--- config.mk ---
export PLATFORM = sky130hd
export DESIGN_NAME = vga_pattern_gen
export DESIGN_NICKNAME = d
export VERILOG_FILES = /design/src/rtl/vga_pattern_pkg.sv /design/src/rtl/vga_raster_counter.sv /design/src/rtl/vga_pattern_gen.sv
export SDC_FILE = /design/constraint.sdc
export NUM_CORES = 1
export LEC_CHECK = 0
export CAP_MARGIN = 20
export CORE_ASPECT_RATIO = 0.8
export CORE_MARGIN = 2
export CORE_UTILIZATION = 25
export DETAILED_ROUTE_END_ITERATION = 6
export GPL_ROUTABILITY_DRIVEN = 0
export GPL_TIMING_DRIVEN = 1
export PLACE_DENSITY = 0.39
export SLEW_MARGIN = 15
export SYNTH_ARGS = -nofsm -noshare
export SYNTH_HDL_FRONTEND = slang
export SYNTH_SLANG_ARGS = --single-unit
--- constraint.sdc ---
create_clock -name clk_sys -period 4.7 [get_ports clk_sys]
set_input_delay 0.94 -clock clk_sys [delete_from_list [all_inputs] [get_ports clk_sys]]
set_output_delay 0.94 -clock clk_sys [all_outputs]
set_load 0.05 [all_outputs]
--- src/rtl/vga_pattern_pkg.sv ---
`default_nettype none
// ============================================================================
// Module      : vga_pattern_pkg
// Description : Shared types, bar colour ROM and colour helpers for the
//               raster timing / test-pattern generator.
// Revision    : 1.0 - initial release
// ============================================================================
package vga_pattern_pkg;

    typedef enum logic [1:0] {
        MODE_SOLID   = 2'd0,
        MODE_CHECKER = 2'd1,
        MODE_BARS    = 2'd2,
        MODE_GRID    = 2'd3
    } mode_e;

    typedef struct packed {
        logic [7:0] r;
        logic [7:0] g;
        logic [7:0] b;
    } rgb_t;

    // Timing/coordinate bundle that travels unchanged through the pipeline
    typedef struct packed {
        logic        de;
        logic        hblank;
        logic        vblank;
        logic        hs;
        logic        vs;
        logic [11:0] x;
        logic [11:0] y;
    } out_t;

    typedef struct packed {
        out_t        t;
        logic        fs;
        logic        chk;
        logic        grid;
        logic [2:0]  bar;
    } s1_t;

    // Index 0 is the leftmost bar: white, yellow, cyan, green, magenta, red, blue, black
    localparam logic [7:0][23:0] BAR_ROM = {
        24'h000000, 24'h0000FF, 24'hFF0000, 24'hFF00FF,
        24'h00FF00, 24'h00FFFF, 24'hFFFF00, 24'hFFFFFF
    };

    function automatic rgb_t bar_rgb(input logic [2:0] idx);
        return rgb_t'(BAR_ROM[idx]);
    endfunction

    function automatic rgb_t rgb332_expand(input logic [7:0] c);
        rgb_t e;
        e.r = {c[7:5], c[7:5], c[7:6]};
        e.g = {c[4:2], c[4:2], c[4:3]};
        e.b = {4{c[1:0]}};
        return e;
    endfunction

    function automatic out_t out_reset(input logic hs_idle, input logic vs_idle);
        out_t o;
        o        = '0;
        o.hblank = 1'b1;
        o.vblank = 1'b1;
        o.hs     = hs_idle;
        o.vs     = vs_idle;
        return o;
    endfunction

endpackage

`default_nettype wire

--- src/rtl/vga_raster_counter.sv ---
`default_nettype none
// ============================================================================
// Module      : vga_raster_counter
// Description : h/v raster counters with blank/sync decode and frame strobe.
// Revision    : 1.0 - initial release
// ============================================================================
module vga_raster_counter #(
    parameter int H_ACTIVE = 640,
    parameter int H_FP     = 16,
    parameter int H_SYNC   = 96,
    parameter int H_BP     = 48,
    parameter int V_ACTIVE = 480,
    parameter int V_FP     = 10,
    parameter int V_SYNC   = 2,
    parameter int V_BP     = 33
) (
    input  logic        clk_sys,
    input  logic        reset,
    input  logic        ce_pix,
    output logic [11:0] h,
    output logic [11:0] v,
    output logic        line_end,
    output logic        hblank,
    output logic        vblank,
    output logic        hs_act,
    output logic        vs_act,
    output logic        frame_latch
);

    localparam int H_TOTAL = H_ACTIVE + H_FP + H_SYNC + H_BP;
    localparam int V_TOTAL = V_ACTIVE + V_FP + V_SYNC + V_BP;

    logic [11:0] h_q, h_d;
    logic [11:0] v_q, v_d;

    assign line_end = (h_q == 12'(H_TOTAL - 1));

    always_comb begin
        h_d = h_q;
        v_d = v_q;
        if (ce_pix) begin
            if (line_end) begin
                h_d = '0;
                v_d = (v_q == 12'(V_TOTAL - 1)) ? '0 : v_q + 12'd1;
            end else begin
                h_d = h_q + 12'd1;
            end
        end
    end

    always_ff @(posedge clk_sys) begin
        if (reset) begin
            h_q <= '0;
            v_q <= '0;
        end else begin
            h_q <= h_d;
            v_q <= v_d;
        end
    end

    assign h           = h_q;
    assign v           = v_q;
    assign hblank      = (h_q >= 12'(H_ACTIVE));
    assign vblank      = (v_q >= 12'(V_ACTIVE));
    assign hs_act      = (h_q >= 12'(H_ACTIVE + H_FP)) && (h_q < 12'(H_ACTIVE + H_FP + H_SYNC));
    // v only moves on the h wrap, so VS naturally switches at h = 0
    assign vs_act      = (v_q >= 12'(V_ACTIVE + V_FP)) && (v_q < 12'(V_ACTIVE + V_FP + V_SYNC));
    assign frame_latch = ce_pix && (h_q == '0) && (v_q == '0);

endmodule

`default_nettype wire

--- src/rtl/vga_pattern_gen.sv ---
`default_nettype none
// ============================================================================
// Module      : vga_pattern_gen
// Description : Parametrised raster timing and four-mode test-pattern source
//               with a two-stage ce_pix-qualified output pipeline.
// Revision    : 1.0 - initial release
// ============================================================================
module vga_pattern_gen
    import vga_pattern_pkg::*;
#(
    parameter int H_ACTIVE  = 640,
    parameter int H_FP      = 16,
    parameter int H_SYNC    = 96,
    parameter int H_BP      = 48,
    parameter int V_ACTIVE  = 480,
    parameter int V_FP      = 10,
    parameter int V_SYNC    = 2,
    parameter int V_BP      = 33,
    parameter int HS_POL    = 0,
    parameter int VS_POL    = 0,
    parameter int CELL_LOG2 = 5
) (
    input  logic        clk_sys,
    input  logic        reset,
    input  logic        ce_pix,
    input  logic [1:0]  mode,
    input  logic [7:0]  color,
    output logic [7:0]  vga_r,
    output logic [7:0]  vga_g,
    output logic [7:0]  vga_b,
    output logic        vga_hs,
    output logic        vga_vs,
    output logic        vga_de,
    output logic        hblank,
    output logic        vblank,
    output logic [11:0] x,
    output logic [11:0] y,
    output logic        frame_start
);

    localparam int          BAR_W     = H_ACTIVE / 8;
    localparam logic        HS_ON     = (HS_POL != 0);
    localparam logic        VS_ON     = (VS_POL != 0);
    localparam logic [11:0] CELL_MASK = 12'((1 << CELL_LOG2) - 1);
    localparam out_t        OUT_RST   = out_reset(~HS_ON, ~VS_ON);
    localparam s1_t         S1_RST    = '{t: OUT_RST, fs: 1'b0, chk: 1'b0, grid: 1'b0, bar: 3'd0};

    logic [11:0] w_h, w_v;
    logic        w_line_end, w_hblank, w_vblank, w_hs_act, w_vs_act, w_frame_latch;
    logic        w_de;
    rgb_t        w_fg, w_bg;

    vga_raster_counter #(
        .H_ACTIVE (H_ACTIVE),
        .H_FP     (H_FP),
        .H_SYNC   (H_SYNC),
        .H_BP     (H_BP),
        .V_ACTIVE (V_ACTIVE),
        .V_FP     (V_FP),
        .V_SYNC   (V_SYNC),
        .V_BP     (V_BP)
    ) u_raster (
        .clk_sys     (clk_sys),
        .reset       (reset),
        .ce_pix      (ce_pix),
        .h           (w_h),
        .v           (w_v),
        .line_end    (w_line_end),
        .hblank      (w_hblank),
        .vblank      (w_vblank),
        .hs_act      (w_hs_act),
        .vs_act      (w_vs_act),
        .frame_latch (w_frame_latch)
    );

    mode_e       mode_q, mode_d;
    logic [7:0]  color_q, color_d;
    logic [11:0] frame_cnt_q, frame_cnt_d;
    logic [2:0]  bar_idx_q, bar_idx_d;
    logic [11:0] bar_cnt_q, bar_cnt_d;
    s1_t         s1_q, s1_d;
    out_t        s2_q, s2_d;
    rgb_t        rgb_q, rgb_d;
    logic        frame_start_q, frame_start_d;

    assign w_de = ~(w_hblank | w_vblank);
    assign w_fg = rgb332_expand(color_q);
    assign w_bg = ~w_fg;

    // Frame shadow registers and the divider-free bar index tracking h
    always_comb begin
        mode_d      = mode_q;
        color_d     = color_q;
        frame_cnt_d = frame_cnt_q;
        bar_idx_d   = bar_idx_q;
        bar_cnt_d   = bar_cnt_q;
        if (w_frame_latch) begin
            mode_d      = mode_e'(mode);
            color_d     = color;
            frame_cnt_d = frame_cnt_q + 12'd1;
        end
        if (ce_pix) begin
            if (w_line_end) begin
                bar_idx_d = '0;
                bar_cnt_d = '0;
            end else if (bar_idx_q != 3'd7) begin
                if (bar_cnt_q == 12'(BAR_W - 1)) begin
                    bar_idx_d = bar_idx_q + 3'd1;
                    bar_cnt_d = '0;
                end else begin
                    bar_cnt_d = bar_cnt_q + 12'd1;
                end
            end
        end
    end

    // Stage 1: timing decode and per-pattern selectors. The grid uses the
    // post-latch frame count so pixel (0,0) already sees the new frame.
    always_comb begin
        s1_d = s1_q;
        if (ce_pix) begin
            s1_d.t.de     = w_de;
            s1_d.t.hblank = w_hblank;
            s1_d.t.vblank = w_vblank;
            s1_d.t.hs     = w_hs_act ? HS_ON : ~HS_ON;
            s1_d.t.vs     = w_vs_act ? VS_ON : ~VS_ON;
            s1_d.t.x      = w_de ? w_h : '0;
            s1_d.t.y      = w_de ? w_v : '0;
            s1_d.fs       = w_frame_latch;
            s1_d.chk      = w_h[CELL_LOG2] ^ w_v[CELL_LOG2];
            s1_d.grid     = (((w_h + frame_cnt_d) & CELL_MASK) == '0) || ((w_v & CELL_MASK) == '0);
            s1_d.bar      = bar_idx_q;
        end
    end

    // Stage 2: colour mux; frame_start is re-evaluated every clk_sys so it
    // stays a single-cycle pulse even with a sparse ce_pix.
    always_comb begin
        s2_d          = s2_q;
        rgb_d         = rgb_q;
        frame_start_d = 1'b0;
        if (ce_pix) begin
            s2_d          = s1_q.t;
            frame_start_d = s1_q.fs;
            rgb_d         = '0;
            if (s1_q.t.de) begin
                case (mode_q)
                    MODE_SOLID:   rgb_d = w_fg;
                    MODE_CHECKER: rgb_d = s1_q.chk ? w_bg : w_fg;
                    MODE_BARS:    rgb_d = bar_rgb(s1_q.bar);
                    MODE_GRID:    rgb_d = s1_q.grid ? w_fg : '0;
                    default:      rgb_d = '0;
                endcase
            end
        end
    end

    always_ff @(posedge clk_sys) begin
        if (reset) begin
            mode_q        <= MODE_SOLID;
            color_q       <= 8'hFF;
            frame_cnt_q   <= '0;
            bar_idx_q     <= '0;
            bar_cnt_q     <= '0;
            s1_q          <= S1_RST;
            s2_q          <= OUT_RST;
            rgb_q         <= '0;
            frame_start_q <= 1'b0;
        end else begin
            mode_q        <= mode_d;
            color_q       <= color_d;
            frame_cnt_q   <= frame_cnt_d;
            bar_idx_q     <= bar_idx_d;
            bar_cnt_q     <= bar_cnt_d;
            s1_q          <= s1_d;
            s2_q          <= s2_d;
            rgb_q         <= rgb_d;
            frame_start_q <= frame_start_d;
        end
    end

    assign vga_r       = rgb_q.r;
    assign vga_g       = rgb_q.g;
    assign vga_b       = rgb_q.b;
    assign vga_hs      = s2_q.hs;
    assign vga_vs      = s2_q.vs;
    assign vga_de      = s2_q.de;
    assign hblank      = s2_q.hblank;
    assign vblank      = s2_q.vblank;
    assign x           = s2_q.x;
    assign y           = s2_q.y;
    assign frame_start = frame_start_q;

endmodule

`default_nettype wire

After elaboration in Yosys (flattened, before gate mapping) --
Memories as Yosys holds them, arrays and structs flattened. A register that Yosys moved wholly into a read port is not among the register bits. Cells that the tools add are included.
Storage, ports and cells: flip-flop bits (word level) 150, latch bits 0, bits in writable memories 0, memory bits (read-only) 192, memories 1
Cells by class: add/sub/neg operators 6, multipliers 0, divide/modulo/power cells 0, order comparisons 7, eq/ne operators 7, shift operators 0, muxes and demuxes 20, bitwise logic cells 5, reductions and logical operators 16
Memories:
- (name not given) | depth 8, bits a word 24, read ports 1, clocked after Yosys merged registers in 1, wr ports 0, RTL line vga_pattern_pkg.sv:49 | return rgb_t'(BAR_ROM[idx]);
Operators by type and width (number):
- $mux W12 | 8
- $mux W24 | 4
- $pmux W24 S4 | 1
- $add A12 B1 Y12 const B | 4
- $logic_not A12 Y1 | 4
- $eq A12 B10 Y1 const B | 2
- $ge A12 B10 Y1 const B | 2
- $ge A12 B9 Y1 const B | 2
- $not A24 Y24 | 1
- $mux W3 | 5
- $eq A12 B7 Y1 const B | 1
- $lt A12 B10 Y1 const B | 1
- $lt A12 B9 Y1 const B | 1
- $add A5 B5 Y5 | 1
- $eq A2 B2 Y1 const B | 2
- $logic_and A1 B1 Y1 | 4
- $lt A3 B4 Y1 const B | 1
- $reduce_and A2 Y1 | 2
- $reduce_bool A2 Y1 | 2
- $add A3 B1 Y3 const B | 1
- $ne A3 B3 Y1 const B | 1
- $reduce_and A3 Y1 | 1
- $eq A2 B1 Y1 const B | 1
- $logic_not A2 Y1 | 1
- other kinds (6) | 8

Logic depth before layout (Yosys ltp) --
depth in word-level cells 7, gate-level depth with buffers 15, depth with buffers taken out 14

Cells and area by module --
Synthesis repeated with hierarchy kept, for this count alone.
Second synthesis, totals: cell total of the unflattened synthesis 641, area, all modules 5795.6 um2
Modules (own cells, without submodules):
- vga_pattern_gen | instances 1, cells each 480, area an instance 4473.0 um2
- vga_raster_counter | instances 1, cells each 161, area an instance 1322.5 um2

Least setup slack after synthesis --
No wires, ideal clock.
kind input -> register, from input ce_pix, to register s1_q[3] (netlist name), arrival 3.504 ns, path slack 1.067 ns, stages on the path 14, buffers on the path 2, cell sequence clkbuf_1 -> nor4b_1 -> nand4_1 -> nor2_1 -> buf_2 -> xor2_1 -> ha_1 -> inv_1 -> fa_1 -> nand2b_1 -> a21oi_1 -> xor2_1 -> nand3b_1 -> o211ai_1
Between the ends: cells in the longest elaborated chain, start to end 6
Ends and longest elaborated chain:
- start: declaration | RTL line vga_pattern_gen.sv:25 | input logic ce_pix,
- $logic_and A1 B1 Y1 (2 in a row) | RTL line vga_raster_counter.sv:68 | assign frame_latch = ce_pix && (h_q == '0) && (v_q == '0);
- $mux W12 | RTL line vga_pattern_gen.sv:97 | if (w_frame_latch) begin
- via frame_cnt_d[0] | RTL line vga_pattern_gen.sv:78 | logic [11:0] frame_cnt_q, frame_cnt_d;
- $add A5 B5 Y5 | RTL line vga_pattern_gen.sv:131 | s1_d.grid = (((w_h + frame_cnt_d) & CELL_MASK) == '0) || ((w_v & CELL_MASK) == '0);
- $logic_not A12 Y1 | RTL line vga_pattern_gen.sv:131
- $logic_or A1 B1 Y1 | RTL line vga_pattern_gen.sv:131
- end signal: assignment | RTL line vga_pattern_gen.sv:165 | s1_q <= S1_RST;
- end signal: assignment | RTL line vga_pattern_gen.sv:175 | s1_q <= s1_d;
- end: declaration | RTL line vga_pattern_gen.sv:81 | s1_t s1_q, s1_d;
The timed path passes the listed nets, and every way through them passes these cells. A chain may end at the register's enable or synchronous reset.

Final worst setup path --
Same ends and word-level chain as after synthesis.

==> key figures <==
Cells and area
  – N_diodes: 0
  – Register area: approximately 2600 sq um
  – Post-Layout Cell Count: 958
  – Share of cells above drive strength 1: between 7 and 8%
  – Synthesis-to-finish area growth: 25.3%
  – Fill count: 2,288
  – Final #Nets: between 600 and 700
  – Final Core Density: 32.1%
  – Area occupied by multi-input gates: 2660 sq um
  – Final Cell Area: roughly 7000 sq um

GRT
  – Initial antenna violation count: 0
  – Global route total overflow: 0
  – Met2 global-route usage: a little under a fifth
  – Largest net degree at the start of global routing: 45
  – Met1 usage: around 17%
  – Met3 Track Usage GR: about 3.7%
  – Vias in the first global route: around 4,000
  – First-pass GRT wire length: 21.9 mm
  – GRT Util Overall: about an eighth
  – Layer with the highest usage: met2

Yosys
  – Register area share after synthesis: between 40% and 50%
  – Synthesized net count: approximately 630
  – Most used DFF post-synth: dfxtp_1
  – Dominant cells by area after synthesis: dfxtp_1 (47%), mux2i_1 (5.4%), nor2_1 (5.3%)
  – Yosys top cell by area: dfxtp_1
  – Syn_area_per_cell: 9.24 sq um
  – Number of synthesized flops with an enable pin: 0
  – Mapped Cells: between 600 and 700
  – Async SR Flop Fraction: 0%
  – Synth Register Bits: 130
  – Yosys top cell area share: a little under half
  – Yosys cell types: between 50 and 60
  – Synth Warn #: 0
  – Post-synthesis cell area: approximately 5600 sq um

CTS
  – CTS Buf Count: 17
  – Post-cts resize count: 0
  – CTS Sinks: 130
  – Clk buf depth: 2
  – Setup repair bufs after CTS: 0
  – Clock-pin slew on the worst setup and hold paths: 0.06 ns
  – Root Driver: clkbuf_16
  – CTS H-tree depth: 4
  – # hold bufs at CTS: 0
  – Insertion delay to the later sink of the worst-skew pair: 0.42 ns
  – CTS tree: built

Routing
  – Initial DRC Count: 238
  – Drt drc: 0
  – Wire length per cell: roughly 14 microns
  – First drt pass iteration count: 4
  – Total vias in the final route: around 4,200
  – ANT nets after route: 0
  – DR vias/cell: around 4.4
  – WL final: between 10 and 15 mm

Pwr
  – Final Total Pwr: 0.00267 W
  – Leak: ~2.7 nW
  – VDD IR max: approximately 250 uV
  – Ratio of total power to cell area: ~380 nW/um^2

Worst hold path
  – Hold WC Path Type: register to register
  – Hold Path Depth: 2

Job
  – Max-cap viol count: 0

Worst setup path
  – WS Path Type: primary input to register
  – WP data arrival: 3.74 ns
  – Crit path capture type: register
  – R2r worst-path depth: 14
  – Required time of the worst setup path: approximately 5 ns
  – Critical-path maximum fanout: 12
  – CP Launch Type: primary input

Run status
  – Outcome: complete, no violations

Timing
  – F_max: a little under 0.3 GHz
  – Slew HR: 41.0%
  – RSZ-0062 raised after global routing: no
  – Setup TNS: 0 ns
  – Minimum clock period after layout: ~3.5 ns
  – Setup Skew: ~0.0094 ns
  – Final setup fails: 0
  – Pins Over Slew Limit: 0
  – Hold Fails Final Rpt: 0
  – Least-Margin Pin Slew: 0.885 ns
  – Final period util: 73.5%

Floorplan
  – Overall die height: around 140 microns
  – Chip Width: about 170 microns
  – I/O pin count: 67
  – CORE AREA: 21,700 sq um
  – Total die area: between 20,000 and 25,000 sq um
  – Initial core utilization: approximately a quarter
  – Core Rows: between 40 and 50

Place
  – Placed Area: about 6400 sq um
  – # placed instances: 926
  – Hpwl dp: 9.10 mm
  – Port-buffer cells: 66
## placed cells by master, fill, tap and decap left out, drive strengths merged, types with 9 or more instances in the layout
| master | n |
|---|---|
| mux2i | 30 |
| a22o | 20 |
| nor3 | 18 |
| buf | 9 |
| dfxtp | 130 |
| xnor2 | 15 |
| clkdlybuf4s50 | 64 |
| a21oi | 26 |
| clkbuf | 19 |
| nand4 | 13 |
| a211o | 14 |
| nor2 | 79 |
| nand2 | 31 |
| o21ai | 20 |
| nor2b | 19 |
| xor2 | 20 |
| ha | 12 |
| nand3 | 14 |
| inv | 19 |
## area by class of cell
type / instances / share of cell area (%)
inverter: 18 / 0.968
clock buffer: 19 / 6.34
multi-input combinational: 405 / 38.0
clock inverter: 13 / 1.95
timing repair buffer: 73 / 10.1
sequential: 130 / 37.3
tap: 300 / 5.38
## critical path, cell delays in order
cell and delay, ns:
buf_2 0.27, nor4b_1 0.30, nand4_1 0.30, nor2_1 0.33, xor2_1 0.21, ha_1 0.20
inv_1 0.06, fa_1 0.40, nand2b_1 0.17, a21oi_1 0.16, xor2_1 0.19, nand3b_1 0.13
o211ai_1 0.08
## final timing paths
path | start | endpoint | slack (ns)
setup / recovery | ce_pix | s1_q[3]$_SDFFE_PP0P_ | 1.25
hold / removal | vga_de$_SDFFE_PP0P_ | vga_de$_SDFFE_PP0P_ | 0.45
setup reg to reg | u_raster.h[1]$_SDFFE_PP0P_ | s1_q[3]$_SDFFE_PP0P_ | 1.35
hold reg to reg | vga_de$_SDFFE_PP0P_ | vga_de$_SDFFE_PP0P_ | 0.45
## registers in the layout, summed over array words and instances, names as in the netlist, named ones only
register,flops
bar_cnt_q,12
bar_idx_q,3
color_q,8
frame_cnt_q,5
frame_start,1
hblank,1
mode_q,2
s1_q,35
u_raster.h,12
u_raster.v,12
vblank,1
vga_b,2
vga_de,1
vga_g,3
vga_hs,1
vga_r,3
vga_vs,1
x,12
y,12
## kinds of logic (layout without fill, tap and decap cells)
family	Yosys count	after routing	share of synthesized area [%]
XOR/XNOR	35	35	5.50
AO/OA/AOI/OAI	101	101	12.5
adder cells (fa/ha/maj)	13	13	3.05
buffers and inverters	68	123	5.77
AND/OR/NAND/NOR	226	226	21.1
multiplexers	30	30	5.39
flip-flops	130	130	46.7
## per-layer routing
metal	up-vias	wire length (microns)
met5	-	0
met4	0	136
met3	17	545
met2	74	5630
met1	1970	7160
li1	2184	-
## cells in the mapped netlist (15+ instances only)
cell	number
buf_4	16
nand2_1	31
a21oi_1	26
nor2_1	78
nor2b_1	19
clkbuf_1	21
a22o_1	20
o21ai_0	19
nor3_1	17
xor2_1	20
dfxtp_1	130
xnor2_1	15
inv_1	18
mux2i_1	30
## report_power, final
| part | internal (W) | leakage [nW] | switching [W] | total (W) |
|---|---|---|---|---|
| Sequential | 0.00113 | 1.05 | 0.0000259 | 0.00116 |
| Clock | 0.000792 | 0.275 | 0.000495 | 0.00129 |
| Combinational | 0.0000869 | 1.33 | 0.000143 | 0.000230 |
| Total | 0.00201 | 2.66 | 0.000664 | 0.00267 |
## metrics by stage
step	setup WS, ns	hold WS, ns
2_1_floorplan	1.07	0.426
3_3_place_gp	0.933	0.436
3_5_place_dp	0.810	0.441
4_1_cts	1.23	0.450
5_1_grt	0.902	0.470
6_report	1.25	0.449
Power figures use the tool's default switching activity.
